===== src/rtl/display_driver_multi.sv =====
// display_driver_multi: memory-mapped multi-digit 7-segment display controller
// for the CPU data bus. Hex or decimal (sequential double-dabble) display,
// per-digit decimal points, status readback.
// Optional feature macro: DISPLAY_BLINK_EN (CTRL bit2 blink with BLINK_DIV half-period).
// Ports:
//   CLK     system clock, rising edge
//   RST     asynchronous active-high reset
//   WE/A/D  bus write enable, word address, write data
//   RD      combinational bus read data (0 for unmapped addresses)
//   BUSY    decimal conversion in progress
//   DIGITS  active-low segments, digit i at [8i+7:8i], bit7 = DP
module display_driver_multi #(
    parameter int unsigned NUM_DIGITS = 6,
    parameter int unsigned BIN_W      = 20,
    parameter logic [31:0] BASE_ADDR  = 32'hFFFFFFF0,
    parameter int unsigned BLINK_DIV  = 25000000
) (
    input  logic                    CLK,
    input  logic                    RST,
    input  logic                    WE,
    input  logic [31:0]             A,
    input  logic [31:0]             D,
    output logic [31:0]             RD,
    output logic                    BUSY,
    output logic [8*NUM_DIGITS-1:0] DIGITS
);

    localparam int unsigned BCD_W      = 4 * NUM_DIGITS;
    localparam int unsigned CNT_W      = $clog2(BIN_W + 1);
    localparam logic [31:0] ADDR_VALUE = BASE_ADDR;
    localparam logic [31:0] ADDR_CTRL  = BASE_ADDR + 32'd1;
    localparam logic [31:0] ADDR_DP    = BASE_ADDR + 32'd2;
    localparam logic [31:0] ADDR_STAT  = BASE_ADDR + 32'd3;

    typedef enum logic {S_IDLE, S_CONV} state_t;

    state_t                  state_q, state_d;
    logic [31:0]             value_q, value_d;
    logic                    on_q, on_d;
    logic                    dec_q, dec_d;
    logic [NUM_DIGITS-1:0]   dp_q, dp_d;
    logic                    busy_q, busy_d;
    logic                    ovf_q, ovf_d;
    logic [BCD_W-1:0]        bcd_q, bcd_d;     // committed result
    logic [BCD_W-1:0]        work_q, work_d;   // in-flight BCD accumulator
    logic [BIN_W-1:0]        bin_q, bin_d;     // remaining binary bits, MSB first
    logic                    wovf_q, wovf_d;   // conversion-local overflow
    logic [CNT_W-1:0]        cnt_q, cnt_d;

    logic                    wr_value, wr_ctrl, wr_dp;
    logic                    start, abort;
    logic [BCD_W-1:0]        adj, shifted;
    logic                    out_bit;
    logic                    blink_bit;
    logic                    blank;

`ifdef DISPLAY_BLINK_EN
    localparam int unsigned BCW = (BLINK_DIV > 1) ? $clog2(BLINK_DIV) : 1;
    logic                    blink_q, blink_d;
    logic                    phase_q, phase_d;  // 1 = blanked half-period
    logic [BCW-1:0]          bcnt_q, bcnt_d;
`endif

    function automatic logic [7:0] enc(input logic [3:0] n);
        case (n)
            4'h0: enc = 8'hC0;  4'h1: enc = 8'hF9;  4'h2: enc = 8'hA4;  4'h3: enc = 8'hB0;
            4'h4: enc = 8'h99;  4'h5: enc = 8'h92;  4'h6: enc = 8'h82;  4'h7: enc = 8'hF8;
            4'h8: enc = 8'h80;  4'h9: enc = 8'h90;  4'hA: enc = 8'h88;  4'hB: enc = 8'h83;
            4'hC: enc = 8'hC6;  4'hD: enc = 8'hA1;  4'hE: enc = 8'h86;  default: enc = 8'h8E;
        endcase
    endfunction

    // Bus decode, register writes, conversion sequencing
    always_comb begin
        state_d = state_q;
        value_d = value_q;
        on_d    = on_q;
        dec_d   = dec_q;
        dp_d    = dp_q;
        busy_d  = busy_q;
        ovf_d   = ovf_q;
        bcd_d   = bcd_q;
        work_d  = work_q;
        bin_d   = bin_q;
        wovf_d  = wovf_q;
        cnt_d   = cnt_q;

        wr_value = WE && (A == ADDR_VALUE);
        wr_ctrl  = WE && (A == ADDR_CTRL);
        wr_dp    = WE && (A == ADDR_DP);

        if (wr_value) value_d = D;
        if (wr_ctrl) begin
            on_d  = D[0];
            dec_d = D[1];
        end
        if (wr_dp) dp_d = D[NUM_DIGITS-1:0];

        // One double-dabble step: add 3 to digits >= 5, then shift in next binary bit
        adj = work_q;
        for (int i = 0; i < NUM_DIGITS; i++) begin
            if (adj[4*i +: 4] >= 4'd5) adj[4*i +: 4] = adj[4*i +: 4] + 4'd3;
        end
        out_bit = adj[BCD_W-1];
        shifted = {adj[BCD_W-2:0], bin_q[BIN_W-1]};

        if (state_q == S_CONV) begin
            work_d = shifted;
            bin_d  = bin_q << 1;
            wovf_d = wovf_q | out_bit;
            cnt_d  = cnt_q + 1'b1;
            if (cnt_q == CNT_W'(BIN_W - 1)) begin
                bcd_d   = shifted;
                ovf_d   = wovf_q | out_bit;
                busy_d  = 1'b0;
                state_d = S_IDLE;
            end
        end

        start = (wr_value && dec_q) || (wr_ctrl && !dec_q && D[1]);
        abort = wr_ctrl && dec_q && !D[1] && (state_q == S_CONV);

        // Start/restart and abort both discard any commit on this edge
        if (start) begin
            state_d = S_CONV;
            busy_d  = 1'b1;
            cnt_d   = '0;
            work_d  = '0;
            wovf_d  = 1'b0;
            bin_d   = wr_value ? D[BIN_W-1:0] : value_q[BIN_W-1:0];
            bcd_d   = bcd_q;
            ovf_d   = ovf_q;
        end else if (abort) begin
            state_d = S_IDLE;
            busy_d  = 1'b0;
            bcd_d   = bcd_q;
            ovf_d   = ovf_q;
        end
    end

`ifdef DISPLAY_BLINK_EN
    // Blink phase counter; held at visible/0 while blink disabled or being cleared
    always_comb begin
        blink_d = blink_q;
        phase_d = phase_q;
        bcnt_d  = bcnt_q;
        if (wr_ctrl) blink_d = D[2];
        if (!blink_q || !blink_d) begin
            bcnt_d  = '0;
            phase_d = 1'b0;
        end else if (bcnt_q == BCW'(BLINK_DIV - 1)) begin
            bcnt_d  = '0;
            phase_d = ~phase_q;
        end else begin
            bcnt_d  = bcnt_q + 1'b1;
        end
    end

    always_ff @(posedge CLK or posedge RST) begin
        if (RST) begin
            blink_q <= 1'b0;
            phase_q <= 1'b0;
            bcnt_q  <= '0;
        end else begin
            blink_q <= blink_d;
            phase_q <= phase_d;
            bcnt_q  <= bcnt_d;
        end
    end

    assign blink_bit = blink_q;
    assign blank     = phase_q;
`else
    assign blink_bit = 1'b0;
    assign blank     = 1'b0;
`endif

    always_ff @(posedge CLK or posedge RST) begin
        if (RST) begin
            state_q <= S_IDLE;
            value_q <= '0;
            on_q    <= 1'b1;
            dec_q   <= 1'b0;
            dp_q    <= '0;
            busy_q  <= 1'b0;
            ovf_q   <= 1'b0;
            bcd_q   <= '0;
            work_q  <= '0;
            bin_q   <= '0;
            wovf_q  <= 1'b0;
            cnt_q   <= '0;
        end else begin
            state_q <= state_d;
            value_q <= value_d;
            on_q    <= on_d;
            dec_q   <= dec_d;
            dp_q    <= dp_d;
            busy_q  <= busy_d;
            ovf_q   <= ovf_d;
            bcd_q   <= bcd_d;
            work_q  <= work_d;
            bin_q   <= bin_d;
            wovf_q  <= wovf_d;
            cnt_q   <= cnt_d;
        end
    end

    assign BUSY = busy_q;

    // Read mux
    always_comb begin
        RD = '0;
        case (A)
            ADDR_VALUE: RD = value_q;
            ADDR_CTRL:  RD = {29'd0, blink_bit, dec_q, on_q};
            ADDR_DP:    RD = 32'(dp_q);
            ADDR_STAT:  RD = {30'd0, ovf_q, busy_q};
            default:    RD = '0;
        endcase
    end

    // Segment output: off / blink-blank, else overflow dash or digit, DP overlay
    always_comb begin
        DIGITS = '1;
        for (int i = 0; i < NUM_DIGITS; i++) begin
            if (on_q && !blank) begin
                DIGITS[8*i +: 8] = ovf_q ? 8'hBF
                                         : enc(dec_q ? bcd_q[4*i +: 4] : value_q[4*i +: 4]);
                if (dp_q[i]) DIGITS[8*i+7] = 1'b0;
            end
        end
    end

endmodule


===== config.mk =====
export PLATFORM = sky130hd
export DESIGN_NAME = display_driver_multi
export DESIGN_NICKNAME = d
export VERILOG_FILES = /design/src/rtl/display_driver_multi.sv
export SDC_FILE = /design/constraint.sdc
export NUM_CORES = 1
export LEC_CHECK = 0
export ABC_AREA = 1
export ABC_CLOCK_PERIOD_IN_PS = 4300
export CAP_MARGIN = 10
export CORE_MARGIN = 5
export CORE_UTILIZATION = 35
export DETAILED_ROUTE_END_ITERATION = 16
export PLACE_DENSITY = 0.68
export SLEW_MARGIN = 20
export SYNTH_ARGS = -nofsm -noshare
export SYNTH_HDL_FRONTEND = slang
export SYNTH_SLANG_ARGS = --single-unit

===== constraint.sdc =====
create_clock -name CLK -period 4.3 [get_ports CLK]
set_input_delay 0.645 -clock CLK [delete_from_list [all_inputs] [get_ports CLK]]
set_output_delay 0.645 -clock CLK [all_outputs]
set_load 0.005 [all_outputs]

==> results of run 1 <==
## area by class of cell
type,instances,area [um2]
Tap cell,285,357
Timing Repair Buffer,159,1570
Clock buffer,26,519
Inverter,171,644
Clock inverter,4,45.0
Fill cell,2215,12400
Sequential cell,117,2930
Multi-Input combinational cell,791,4210
## worst max-delay path: stages (launching register included)
cell             delay, ns
dfrtp_1               0.62
buf_4                 0.39
nand2_1               0.11
o21ai_0               0.31
inv_1                 0.19
ha_1                  0.33
o211ai_1              0.17
o21ai_0               0.11
nand2_1               0.07
clkdlybuf4s50_1       0.50
## logic make-up (layout without fill, tap and decap cells)
family | count (synthesis) | after routing
AOI/OAI and AO/OA | 205 | 205
xor gates and xnor gates | 15 | 15
adders and majority gates | 49 | 49
buffers and inverters | 221 | 360
DFF | 117 | 117
muxes | 16 | 16
and+or+nand+nor | 506 | 506
## stage by stage
| stage | instances | hold WS, ns | util |
|---|---|---|---|
| final | 1553 | 0.466 | 0.454 |
| after global routing | 1553 | 0.492 | 0.454 |
| after CTS | 1553 | 0.465 | 0.454 |
| after detailed placement | 1523 | 0.452 | 0.429 |
| after global placement | 1523 | 0.447 | 0.429 |
| after floorplan | 1129 | 0.434 | - |
## per-layer routing
metal	vias to the layer above	track usage	wire, um
li1	3859	-	-
met1	3522	0.226	10100
met2	176	0.265	10100
met3	30	0.0316	1040
met4	0	0.0500	379
met5	-	0	0
## power groups by stage
stage,clock network (mW),registers [mW],logic (mW)
after global placement,0,1.13,0.138
after detailed placement,0,1.13,0.139
after floorplan,0,1.13,0.0549
after global routing,1.42,1.11,0.155
final,1.34,1.11,0.138
after CTS,1.37,1.11,0.140
## state kept, by name (all words and copies together), names as in the netlist
signal,flops
value_q,32
ovf_q,1
work_q,24
dec_q,1
bin_q,20
bcd_q,24
state_q,1
cnt_q,5
dp_q,6
wovf_q,1
BUSY,1
on_q,1
## synthesized netlist by cell type (all sizes together) (5+ instances only)
cell      n  area [um2]
inv     171         642
xor2     13         114
dfrtp   116        2900
clkbuf   25        93.8
o211ai    9        72.6
nor2    107         434
nand3    76         400
or2      19         119
nand4    23         144
a31oi     5        31.3
mux2i    16         160
a21oi    58         290
buf      25         171
o311ai    6        52.6
o21ai   119         626
ha       49         613
nand2   277        1040
## cells in the final DEF (no fill, tap or decap), types with 5 or more instances in the layout
cell type / n
inv_2: 9
nand3_1: 72
ha_1: 49
o21ai_0: 75
buf_4: 11
nor2_1: 98
mux2i_1: 16
o21ai_1: 36
a21oi_1: 58
o311ai_1: 6
o211ai_1: 8
clkbuf_16: 17
or2_0: 9
or2_1: 8
a31oi_1: 5
clkbuf_8: 6
clkdlybuf4s50_1: 147
nor2_2: 7
o21ai_2: 8
xor2_1: 13
nand4_1: 23
nand2_1: 275
inv_1: 161
dfrtp_1: 115
## path summary, 6_finish.rpt
kind / startpoint / slack [ns] / endpoint / cells past startpoint
max: dec_q / 0.44 / DIGITS[3] / 9
min reg2reg: bcd_q[18] / 0.47 / bcd_q[18] / 2
max in group asynchronous: RST / 2.78 / bin_q[15] / 3
min in group asynchronous: RST / 0.74 / cnt_q[2] / 2
min: bcd_q[18] / 0.47 / bcd_q[18] / 2
max reg2reg: state_q / 1.65 / bcd_q[6] / 9
==> out/metrics.cfg, run 1 <==
[power_and_ir_drop]
power_leakage_nw=5.05
net-switching-power_mw=0.534
ir_drop_v=0.000197
intPower_mw=2.05
sequentialPowerShare=0.429
powerDensity_nw_per_um2=252
fin_total_pwr_mw=2.59
combPwrFrac=0.053
power_switching_share=0.206
pwr-share-clk=0.518

[status]
run_status=completed

[clocking]
worst_skew_pair.late_latency_ns=0.41
clock-root-buffer=clkbuf_16
clk_transition_reported_paths_ns=0.05
ctsHoldBuffers=0
clk_path_buf_depth=2
number_of_clock_sinks=117
h-tree-depth=4
ctsResizeCount=0
post_cts.repair.setup_buffers=0
cts_inserted_buffers=17
tritoncts=built

[global_routing]
global_route.overflow_total=0
global_route.usage.total=0.165
grt_start_max_net_pins=67
grt_first_pass_wirelength_mm=35.5
vias_in_the_first_global_route=7015
grt_antenna_before_repair=0

[drt]
drt-vias-per-instance=4.89
initial_drt_pass_iterations=5
route.final.wire_length_mm=21.7
detail_route.wl_per_cell_um=14.0
drt.antenna.violating_nets=0
drt-initial-drc-count=599
detailroute.via_count=7587
drt_drc_violations_left=0

[final_layout]
drive_gt1_frac=0.0607
finish.instance_area_um2=10300
num_antenna_cells=0
area_growth_syn_to_layout_pct=27.8
design.final.nets=1373

[place]
instance_area_at_placement_um2=9710
gp_congestion=0.868
hpwlAfterDp_mm=15.9
pre_cts_slack_ns=0.757
io_buffer_count=147

[logic_synthesis]
syn-num-nets=1245
yosys_warnings=0
synth_cell_types=39
synth_edf_count=0
synthesis.area_per_instance_um2=7.12
synth-compound-area-share=0.141
synthXorXnorAreaFrac=0.0163
muxShareOfSynthArea=0.0199
ys_ff_latch=117
synth_async_sr_flop_share=1.00
dominantRegCellSynth=dfrtp_1
synth_top_family_by_area=simple AND/OR/NAND/NOR gates
postSynthCellCount=1129
synth_seq_area_share=0.364
adder_cell_area_share_of_the_yosys_netlist=0.0762
mappedNetlistArea_um2=8040
basic_gate_share_of_the_synthesized_area_counting_and_or_nand_and_nor_cells=0.269

[sta]
final-max-slew-violation-count=0
setup_tns_ns=0
achievable-frequency_ghz=0.259
timing.final.crit_share=0.898
maximum_clock_skew_at_final_layout_ns=0.00674
final_period_minus_worst_setup_slack_ns=3.86
postLayoutSetupSlackWorst_ns=0.439
hold_viol_final=0
max_slew.worst_pin.slew_ns=0.802
grt_setup_unrepaired=no
timing.max_slew.rel_slack=0.466
setup_viol=0

[die]
die-area_um2=26100
die-height_um=162
placeable_core_region_um2=22600
io-pin-count=148
die_width_um=162
start_util=0.355
floorplan.rows=55

[critical_path]
critPathMaxFanout=23
data_required_time_at_the_worst_endpoint_ns=3.65
category_of_the_most_critical_setup_path=reg -> out
worst-endpoint-arrival_ns=3.22
element_type_at_the_critical_path_end=primary output
critical_path.startpoint_type=flop

[run]
maxCapViolCount=0

[worst_hold_path]
holdCritPathClass=reg -> reg

Power figures use the tool's default switching activity.
==> run 2, diff against run 1 <==
--- a/config.mk
+++ b/config.mk
@@ -11,7 +11,8 @@
 export CORE_MARGIN = 5
 export CORE_UTILIZATION = 35
 export DETAILED_ROUTE_END_ITERATION = 16
-export PLACE_DENSITY = 0.68
+export DONT_BUFFER_PORTS = 1
+export PLACE_DENSITY = 0.6
 export SLEW_MARGIN = 20
 export SYNTH_ARGS = -nofsm -noshare
 export SYNTH_HDL_FRONTEND = slang
==> run 2 against run 1 <==
  * Sequential cell count is the same
  * Sequential share of layout area grew 4.6 points
  * First-iteration DRC count grew 18%
  * Highest routed layer unchanged
  * Sequential power is essentially flat
==> out/metrics.cfg, run 2 (synthesis results as in run 1) <==
[clocking]
tritoncts=built
cts_inserted_buffers=17  ; unchanged
clk_path_buf_depth=2  ; unchanged
post_cts.repair.setup_buffers=0  ; unchanged
ctsResizeCount=0  ; unchanged
clk_transition_reported_paths_ns=0.06  ; about the same
ctsHoldBuffers=0  ; unchanged
number_of_clock_sinks=117  ; unchanged
clock-root-buffer=clkbuf_16
h-tree-depth=4  ; unchanged
worst_skew_pair.late_latency_ns=0.42  ; about the same

[power_and_ir_drop]
ir_drop_v=0.000241  ; +23%
net-switching-power_mw=0.549  ; +2.8%
power_leakage_nw=4.47  ; -11%
pwr-share-clk=0.558  ; +0.040
sequentialPowerShare=0.416  ; -0.013
powerDensity_nw_per_um2=302  ; +20%
intPower_mw=2.12  ; +3.1%
combPwrFrac=0.026  ; -0.027
power_switching_share=0.206  ; -0.000486

[sta]
final_period_minus_worst_setup_slack_ns=3.25  ; -0.609 ns
grt_setup_unrepaired=no
max_slew.worst_pin.slew_ns=0.947  ; +0.145 ns
maximum_clock_skew_at_final_layout_ns=0.00767  ; +0.000936 ns
hold_viol_final=0  ; unchanged
timing.max_slew.rel_slack=0.369  ; -0.0967
achievable-frequency_ghz=0.308  ; +19%
setup_viol=0  ; unchanged
timing.final.crit_share=0.756  ; -0.142
setup_tns_ns=0  ; unchanged
final-max-slew-violation-count=0  ; unchanged
postLayoutSetupSlackWorst_ns=1.05  ; +0.609 ns

[die]
io-pin-count=148  ; unchanged
floorplan.rows=55  ; unchanged
die-height_um=162  ; unchanged
start_util=0.355  ; unchanged
placeable_core_region_um2=22600  ; unchanged
die-area_um2=26100  ; unchanged
die_width_um=162  ; unchanged

[drt]
met1_wire_length_mm=10.1  ; -0.38%
wl_met3_mm=1.11  ; +6.3%
detailroute.via_count=7056  ; -7.0%
drt-vias-per-instance=5.01  ; +2.7%
met2_length_mm=9.95  ; -1.6%
initial_drt_pass_iterations=5  ; unchanged
drt-initial-drc-count=706  ; +18%
detail_route.wl_per_cell_um=15.2  ; +8.8%
drt.antenna.violating_nets=0  ; unchanged
route.final.wire_length_mm=21.4  ; -1.4%
drt_drc_violations_left=0  ; unchanged
highest_layer=met4

[final_layout]
largest_reg_flops=32  ; unchanged
drive_gt1_frac=0.0695  ; +0.00879
design.final.nets=1225  ; -11%
finish.instance_area_um2=8840  ; -14%
layout.cells.non_filler=1407  ; -9.4%
fillers=2343  ; +5.8%
num_antenna_cells=0  ; unchanged
top_regs=value_q (32), bcd_q (24), work_q (24)
final_core_occ=0.390  ; -0.0636
area_of_the_multi_input_gates_um2=4210  ; unchanged
area_growth_syn_to_layout_pct=9.88
area.sequential_um2=2930  ; unchanged
layout_commonest_cell=nand2_1
mostFrequentLayoutCells=nand2_1 (275), inv_1 (161), dfrtp_1 (115)
registers.top_by_ff_count=value_q

[critical_path]
reg2reg_depth=8  ; -1
critical_path.startpoint_type=flop
worst-endpoint-arrival_ns=2.61  ; -0.61 ns
element_type_at_the_critical_path_end=primary output
category_of_the_most_critical_setup_path=reg -> out
critPathMaxFanout=22  ; -4.3%
data_required_time_at_the_worst_endpoint_ns=3.65  ; about the same

[worst_hold_path]
holdCritPathClass=in -> async

[global_routing]
vias_in_the_first_global_route=6650  ; -5.2%
grt_start_max_net_pins=74  ; +10%
grt_first_pass_wirelength_mm=34.8  ; -1.8%
global_route.usage.total=0.165  ; +0.000281
grt_antenna_before_repair=0  ; unchanged
global_route.overflow_total=0  ; unchanged

[status]
run_status=completed

[place]
instance_area_at_placement_um2=8220  ; -15%
hpwlAfterDp_mm=15.7  ; -1.5%
pre_cts_slack_ns=1.49  ; +0.731 ns
gp_congestion=0.840  ; -3.2%
io_buffer_count=0  ; -100%
post-place-cells=1375  ; -9.7%

[run]
maxCapViolCount=0  ; unchanged

## run 2: changes by cell type in the layout (fill, tap and decap cells not counted)
cell	previous run	this run
clkinvlp_4	0	1
clkinv_2	3	5
bufinv_16	1	4
clkdlybuf4s50_1	147	0
buf_12	1	0
clkbuf_8	6	2
## run 2: worst paths after layout
path	from	slack, ns	end
setup reg to reg	state_q	1.98	bcd_q[1]
hold reg to reg	bcd_q[10]	0.47	bcd_q[10]
hold / removal	RST	0.32	cnt_q[0]
max in group asynchronous	RST	3.10	value_q[31]
setup / recovery	dec_q	1.05	DIGITS[30]
min in group CLK	D[2]	0.38	dp_q[2]
## run 2: stage by stage
stage / hold WS (ns) / power, mW
2_1_floorplan: 0.434 / 1.18
3_3_place_gp: 0.451 / 1.20
3_5_place_dp: 0.455 / 1.20
4_1_cts: 0.342 / 2.69
5_1_grt: 0.369 / 2.75
6_report: 0.319 / 2.67
## run 2: area by class of cell
class,count,share of cell area
multi-input combinational,791,0.476
sequential,117,0.332
inverter,171,0.0729
clock buffer,22,0.0525
tap,285,0.0404
clock inverter,10,0.0173
timing repair buffer,11,0.00935
## run 2: routing by layer
metal	vias up	GRT usage
met5	-	0
met4	0	0.0361
met3	15	0.0424
met2	168	0.267
met1	3301	0.223
li1	3572	-
## run 2: worst max-delay path: stages (launching register included)
cell      delay [ns]
dfrtp_1         0.56
inv_2           0.23
or2_0           0.25
o21ai_1         0.30
inv_1           0.15
ha_1            0.24
nand2_1         0.10
o211ai_1        0.09
o21ai_0         0.15
o21ai_1         0.13
## run 2: power by group through the flow
stage / registers, mW / clock network, mW / logic (mW)
3_3_place_gp: 1.13 / 0 / 0.0697
2_1_floorplan: 1.13 / 0 / 0.0549
3_5_place_dp: 1.13 / 0 / 0.0705
5_1_grt: 1.11 / 1.56 / 0.0812
6_report: 1.11 / 1.49 / 0.0689
4_1_cts: 1.11 / 1.52 / 0.0706
